`src/rtl/writeback_stage.sv`:
```
`default_nettype none
// ============================================================================
// Module   : writeback_stage
// Purpose  : MEM/WB pipeline register and writeback result select for a
//            5-stage RV32I pipeline. Captures memory-stage results, performs
//            load byte/half extraction with sign or zero extension, and
//            drives the register-file write port and the WB forwarding value.
//            Latency from M to W is one clock.
// Revision : 1.0 - initial release
// ----------------------------------------------------------------------------
// Ports
//   clk          in   clock, all state updates on the rising edge
//   rst          in   synchronous active-high reset
//   StallW       in   hold W register contents
//   FlushW       in   load a bubble into W (overrides StallW)
//   ValidM       in   M slot holds a real instruction
//   RegWriteM    in   instruction writes rd
//   ResultSrcM   in   [1:0] 00 ALU, 01 load, 10 PC+4, 11 reserved (zero)
//   Funct3M      in   [2:0] load type
//   RdM          in   destination register
//   ALUResultM   in   ALU result / load byte address
//   ReadDataM    in   raw aligned data-memory word
//   PCPlus4M     in   link value
//   RdW          out  register-file A3
//   ResultW      out  register-file WD3 and forwarding value
//   RegWriteW    out  register-file WE3, qualified by valid and rd != x0
//   ValidW       out  W slot holds a real instruction
//   RetireCnt    out  [31:0] retired-instruction counter (optional)
// ----------------------------------------------------------------------------
// Build option
//   WB_RETIRE_CNT_EN : when defined, adds the RetireCnt output and counter.
// ============================================================================
module writeback_stage #(
  parameter int DATA_WIDTH    = 32,
  parameter int ADDRESS_WIDTH = 5
) (
  input  logic                     clk,
  input  logic                     rst,
  input  logic                     StallW,
  input  logic                     FlushW,
  input  logic                     ValidM,
  input  logic                     RegWriteM,
  input  logic [1:0]               ResultSrcM,
  input  logic [2:0]               Funct3M,
  input  logic [ADDRESS_WIDTH-1:0] RdM,
  input  logic [DATA_WIDTH-1:0]    ALUResultM,
  input  logic [DATA_WIDTH-1:0]    ReadDataM,
  input  logic [DATA_WIDTH-1:0]    PCPlus4M,
`ifdef WB_RETIRE_CNT_EN
  output logic [31:0]              RetireCnt,
`endif
  output logic [ADDRESS_WIDTH-1:0] RdW,
  output logic [DATA_WIDTH-1:0]    ResultW,
  output logic                     RegWriteW,
  output logic                     ValidW
);

  // Result source encodings
  localparam logic [1:0] SRC_ALU  = 2'b00;
  localparam logic [1:0] SRC_LOAD = 2'b01;
  localparam logic [1:0] SRC_PC4  = 2'b10;

  // Load funct3 encodings
  localparam logic [2:0] F3_LB  = 3'b000;
  localparam logic [2:0] F3_LH  = 3'b001;
  localparam logic [2:0] F3_LW  = 3'b010;
  localparam logic [2:0] F3_LBU = 3'b100;
  localparam logic [2:0] F3_LHU = 3'b101;

  // --------------------------------------------------------------------------
  // W pipeline register
  // --------------------------------------------------------------------------
  logic                     valid_q,      valid_d;
  logic                     regwrite_q,   regwrite_d;
  logic [1:0]               result_src_q, result_src_d;
  logic [2:0]               funct3_q,     funct3_d;
  logic [ADDRESS_WIDTH-1:0] rd_q,         rd_d;
  logic [DATA_WIDTH-1:0]    alu_result_q, alu_result_d;
  logic [DATA_WIDTH-1:0]    read_data_q,  read_data_d;
  logic [DATA_WIDTH-1:0]    pc_plus4_q,   pc_plus4_d;

  // Next-state select: flush beats stall, stall holds, otherwise capture.
  always_comb begin
    valid_d      = valid_q;
    regwrite_d   = regwrite_q;
    result_src_d = result_src_q;
    funct3_d     = funct3_q;
    rd_d         = rd_q;
    alu_result_d = alu_result_q;
    read_data_d  = read_data_q;
    pc_plus4_d   = pc_plus4_q;

    if (FlushW) begin
      valid_d      = 1'b0;
      regwrite_d   = 1'b0;
      result_src_d = 2'b00;
      funct3_d     = 3'b000;
      rd_d         = '0;
      alu_result_d = '0;
      read_data_d  = '0;
      pc_plus4_d   = '0;
    end else if (!StallW) begin
      valid_d      = ValidM;
      regwrite_d   = RegWriteM;
      result_src_d = ResultSrcM;
      funct3_d     = Funct3M;
      rd_d         = RdM;
      alu_result_d = ALUResultM;
      read_data_d  = ReadDataM;
      pc_plus4_d   = PCPlus4M;
    end
  end

  always_ff @(posedge clk) begin
    if (rst) begin
      valid_q      <= 1'b0;
      regwrite_q   <= 1'b0;
      result_src_q <= 2'b00;
      funct3_q     <= 3'b000;
      rd_q         <= '0;
      alu_result_q <= '0;
      read_data_q  <= '0;
      pc_plus4_q   <= '0;
    end else begin
      valid_q      <= valid_d;
      regwrite_q   <= regwrite_d;
      result_src_q <= result_src_d;
      funct3_q     <= funct3_d;
      rd_q         <= rd_d;
      alu_result_q <= alu_result_d;
      read_data_q  <= read_data_d;
      pc_plus4_q   <= pc_plus4_d;
    end
  end

  // --------------------------------------------------------------------------
  // Load extraction. The memory returns the aligned word; the low address
  // bits pick the byte or half within it.
  // --------------------------------------------------------------------------
  logic [1:0]            load_off;
  logic [7:0]            load_byte;
  logic [15:0]           load_half;
  logic [DATA_WIDTH-1:0] load_value;

  assign load_off = alu_result_q[1:0];

  always_comb begin
    load_byte = read_data_q[7:0];
    case (load_off)
      2'd0:    load_byte = read_data_q[7:0];
      2'd1:    load_byte = read_data_q[15:8];
      2'd2:    load_byte = read_data_q[23:16];
      default: load_byte = read_data_q[31:24];
    endcase
    // Halfword accesses ignore off[0]; only the upper/lower half is chosen.
    load_half = load_off[1] ? read_data_q[31:16] : read_data_q[15:0];
  end

  always_comb begin
    load_value = read_data_q;
    case (funct3_q)
      F3_LB:   load_value = {{(DATA_WIDTH-8){load_byte[7]}}, load_byte};
      F3_LH:   load_value = {{(DATA_WIDTH-16){load_half[15]}}, load_half};
      F3_LW:   load_value = read_data_q;
      F3_LBU:  load_value = {{(DATA_WIDTH-8){1'b0}}, load_byte};
      F3_LHU:  load_value = {{(DATA_WIDTH-16){1'b0}}, load_half};
      // Undefined load types pass the raw word through.
      default: load_value = read_data_q;
    endcase
  end

  // --------------------------------------------------------------------------
  // Result select and write enable. Both are combinational from the W
  // register so they stay stable from the capture edge through the falling
  // edge on which the register file commits.
  // --------------------------------------------------------------------------
  always_comb begin
    ResultW = '0;
    case (result_src_q)
      SRC_ALU:  ResultW = alu_result_q;
      SRC_LOAD: ResultW = load_value;
      SRC_PC4:  ResultW = pc_plus4_q;
      default:  ResultW = '0;
    endcase
  end

  // Writes to x0 are suppressed here so the register file never sees them.
  assign RegWriteW = regwrite_q & valid_q & (rd_q != '0);
  assign RdW       = rd_q;
  assign ValidW    = valid_q;

`ifdef WB_RETIRE_CNT_EN
  // --------------------------------------------------------------------------
  // Retire counter: an instruction retires when it leaves W, i.e. W is valid
  // and not stalled. A flush on the same edge still lets the departing
  // instruction count. Wraps naturally at 2^32.
  // --------------------------------------------------------------------------
  logic [31:0] retire_cnt_q, retire_cnt_d;

  always_comb begin
    retire_cnt_d = retire_cnt_q;
    if (valid_q && !StallW) begin
      retire_cnt_d = retire_cnt_q + 32'd1;
    end
  end

  always_ff @(posedge clk) begin
    if (rst) begin
      retire_cnt_q <= 32'd0;
    end else begin
      retire_cnt_q <= retire_cnt_d;
    end
  end

  assign RetireCnt = retire_cnt_q;
`endif

endmodule
`default_nettype wire

```
`config.mk`:
```
export PLATFORM = sky130hd
export DESIGN_NAME = writeback_stage
export DESIGN_NICKNAME = d
export VERILOG_FILES = /design/src/rtl/writeback_stage.sv
export SDC_FILE = /design/constraint.sdc
export NUM_CORES = 1
export LEC_CHECK = 0
export CAP_MARGIN = 0
export CORE_UTILIZATION = 30
export CTS_BUF_LIST = sky130_fd_sc_hd__clkbuf_4
export DETAILED_ROUTE_END_ITERATION = 10
export PLACE_DENSITY = 0.59
export SLEW_MARGIN = 20
export SYNTH_ARGS = -nofsm -noshare
export SYNTH_HDL_FRONTEND = slang
export SYNTH_SLANG_ARGS = --single-unit
```
`constraint.sdc`:
```
create_clock -name clk -period 1.87 [get_ports clk]
set_input_delay 0.374 -clock clk [delete_from_list [all_inputs] [get_ports clk]]
set_output_delay 0.374 -clock clk [all_outputs]
set_load 0.05 [all_outputs]
```
==> results.yml <==
timing:
  fin_worst_skew_ns: 0
  final_max_slew_viol_count: 0
  layout_min_cycle_time_ns: 2.52
  rsz0062_at_grt: "yes"
  worstMarginPinSlew_ns: 0.492
  fin_tns_setup_ns: -18.04
  hold_violations: 0
  relSlewSlack: 0.674
  setup_violations: 33
  timing.final.crit_share: 1.35
  setup_ws_ns: -0.651
  max_freq_mhz: 397
hold_path:
  hold-path-cell-count: 3
  min_path_type: "in -> reg"
setup_path:
  worstPathCellList: "buf_6 > mux2_4 > a22o_1 > a221o_1 > buf_12"
  end_kind: "output port"
  critPathKind: "reg -> out"
  crit_required_ns: 1.50
  cp_max_fo: 5
  worstRegToRegCells: 4
  arrival_ns: 2.15
  slowest_stage: "dfxtp_4"
  critPathMaxStageDelay_ns: 0.44
  cp-start-kind: "flip-flop"
placement:
  hpwl_um: 11300
  portBuffers: 150
  gp_congestion: 0.793
  placedInstanceArea_um2: 7380
  dp.cells: 899
clocking:
  tritoncts: "done"
  cts_sinks: 108
  cts_htree_levels: 3
  cts.path.max_buffers: 2
  hold_buffers: 0
  cts-root-buf: "clkbuf_4"
  clk_pin_slew_worst_paths_ns: 0.16
  insertion_delay_ns: 0.47
  cts_buffers: 9
synthesis:
  syn_nets: 644
  ys_ff_latch: 108
  netlist_area_um2: 5010
  syn_avg_cell_area_um2: 9.41
  postSynthCellCount: 532
  yosysSeqAreaShare: 0.432
  ys.warnings.count: 0
  ys_types: 40
cells_and_area:
  area_growth_pct: 56.4
  fill_cells: 1517
  n_antenna_cell: 0
  nNetsFinal: 809
  final_area_um2: 7830
  stdcell_count: 918
  mostFrequentLayoutCell: "mux2i_1"
  layout_common_cells: "mux2i_1, nor2_1, clkdlybuf4s50_1, dfxtp_1, buf_12"
  drive_above_1_share: 0.232
  final_util: 0.486
detailed_routing:
  post_drt_wl_per_cell_um: 16.9
  num_vias: 4443
  drc_errors: 0
  drtIter0Drc: 164
  ant_nets: 0
  vias_per_cell: 4.84
  first_pass_iters: 4
  wl_um: 15500
floorplan:
  dieWidth_um: 131
  io_pins: 151
  dieHeight_um: 131
  initial_core_util: 0.311
  rows: 46
  core_area_um2: 16100
  dieArea_um2: 17200
power_and_ir_drop:
  power_density_nw_per_um2: 617
  leakage_nw: 3.12
  ir_drop_mv: 0.315
global_route:
  grt_pass1_wl_um: 24500
  grt_max_degree: 56
  grt_pass1_vias: 4571
  grt.total_usage: 0.181
  grt_overflow: 0
  grt_antenna_before_repair: 0
outcome:
  violations: "setup timing"
  status: "finished, violations left"
run:
  drv_cap: 0
==> layer usage <==
metal | vias to the layer above | wire (um) | GRT usage
met3 | 11 | 915 | 0.0432
met4 | 0 | 199 | 0.0477
met1 | 2090 | 7110 | 0.234
li1 | 2209 | - | -
met5 | - | 0 | 0
met2 | 133 | 7280 | 0.300
==> report_power, final <==
part,internal [mW],total [mW],switching (mW),leakage (nW)
clock network,0.567,1.35,0.778,0.0845
logic,0.577,1.05,0.470,2.15
registers,2.38,2.44,0.0647,0.884
total,3.52,4.83,1.31,3.12
==> timing repair <==
action,4_1_cts,5_1_grt
setup endpoints to repair,36,33
buffers inserted,3,3
resized for setup,35,25
pin swaps,8,8
==> per-stage QoR <==
step	worst slack [ns]	total power [mW]	hold slack, ns
final	-0.651	4.83	0.322
after global routing	-0.745	5.01	0.313
after CTS	-0.687	4.88	0.286
after detailed placement	-0.209	3.50	0.482
after global placement	-0.196	3.48	0.474
after floorplan	-0.206	2.97	0.458
==> cell usage after synthesis, drive strengths merged <==
cell / number / area [um^2]
mux2i: 121 / 1210
nor2: 115 / 432
dfxtp: 108 / 2160
buf: 29 / 168
nand2: 23 / 86.3
a22oi: 21 / 158
o211ai: 19 / 143
clkbuf: 17 / 63.8
o21ai: 10 / 50.1
o221ai: 8 / 70.1
nand3: 7 / 35.0
a21oi: 5 / 28.8
mux2: 5 / 63.8
nor2b: 5 / 31.3
o22ai: 5 / 31.3
and2: 4 / 25.0
o21a: 4 / 30.0
inv: 3 / 11.3
a21boi: 2 / 15.0
a221o: 2 / 20.0
a221oi: 2 / 17.5
a22o: 2 / 17.5
nand2b: 2 / 12.5
nor3: 2 / 10.0
o32ai: 2 / 36.3
or3: 2 / 12.5
a21o: 1 / 7.51
a32oi: 1 / 8.76
and3: 1 / 6.26
nor3b: 1 / 12.5
o2111ai: 1 / 15.0
o311a: 1 / 10.0
or2: 1 / 6.26
==> state kept, by name, indices dropped and copies added (netlist names) <==
| signal | cells |
|---|---|
| RdW | 5 |
| ValidW | 1 |
| result_src_q | 2 |
| alu_result_q | 32 |
| pc_plus4_q | 32 |
| funct3_q | 3 |
| read_data_q | 32 |
| regwrite_q | 1 |
==> worst max-delay path, delay by kind of cell, from the launching register on <==
| family | cells | cell delay [ns] |
|---|---|---|
| flops | 1 | 0.44 |
| compound gates | 2 | 0.58 |
| mux | 1 | 0.32 |
| buf+inv | 2 | 0.32 |
==> worst paths after layout <==
kind,startpoint,endpoint,slack (ns)
setup / recovery,alu_result_q[1],ResultW[3],-0.65
hold / removal,StallW,alu_result_q[20],0.32
setup reg to reg,alu_result_q[1],alu_result_q[1],0.92
hold reg to reg,pc_plus4_q[8],pc_plus4_q[8],0.51
==> kinds of logic (layout without fill, tap and decap cells) <==
logic type      Yosys count  in the layout  share of synthesized area
compound gates           86             86                      0.131
buf+inv                  49            219                     0.0485
flops                   108            108                      0.432
mux                     126            126                      0.255
simple gates            163            163                      0.134
==> area by class of cell <==
cell class	instances	area, um^2	area share
Sequential cell	108	2180	0.278
Clock buffer	11	82.6	0.0105
Timing Repair Buffer	200	2320	0.297
Tap cell	216	270	0.0345
Multi-Input combinational cell	375	2890	0.369
Clock inverter	5	76.3	0.00974
Inverter	3	11.3	0.00144
(Power assumes the default switching activity.)
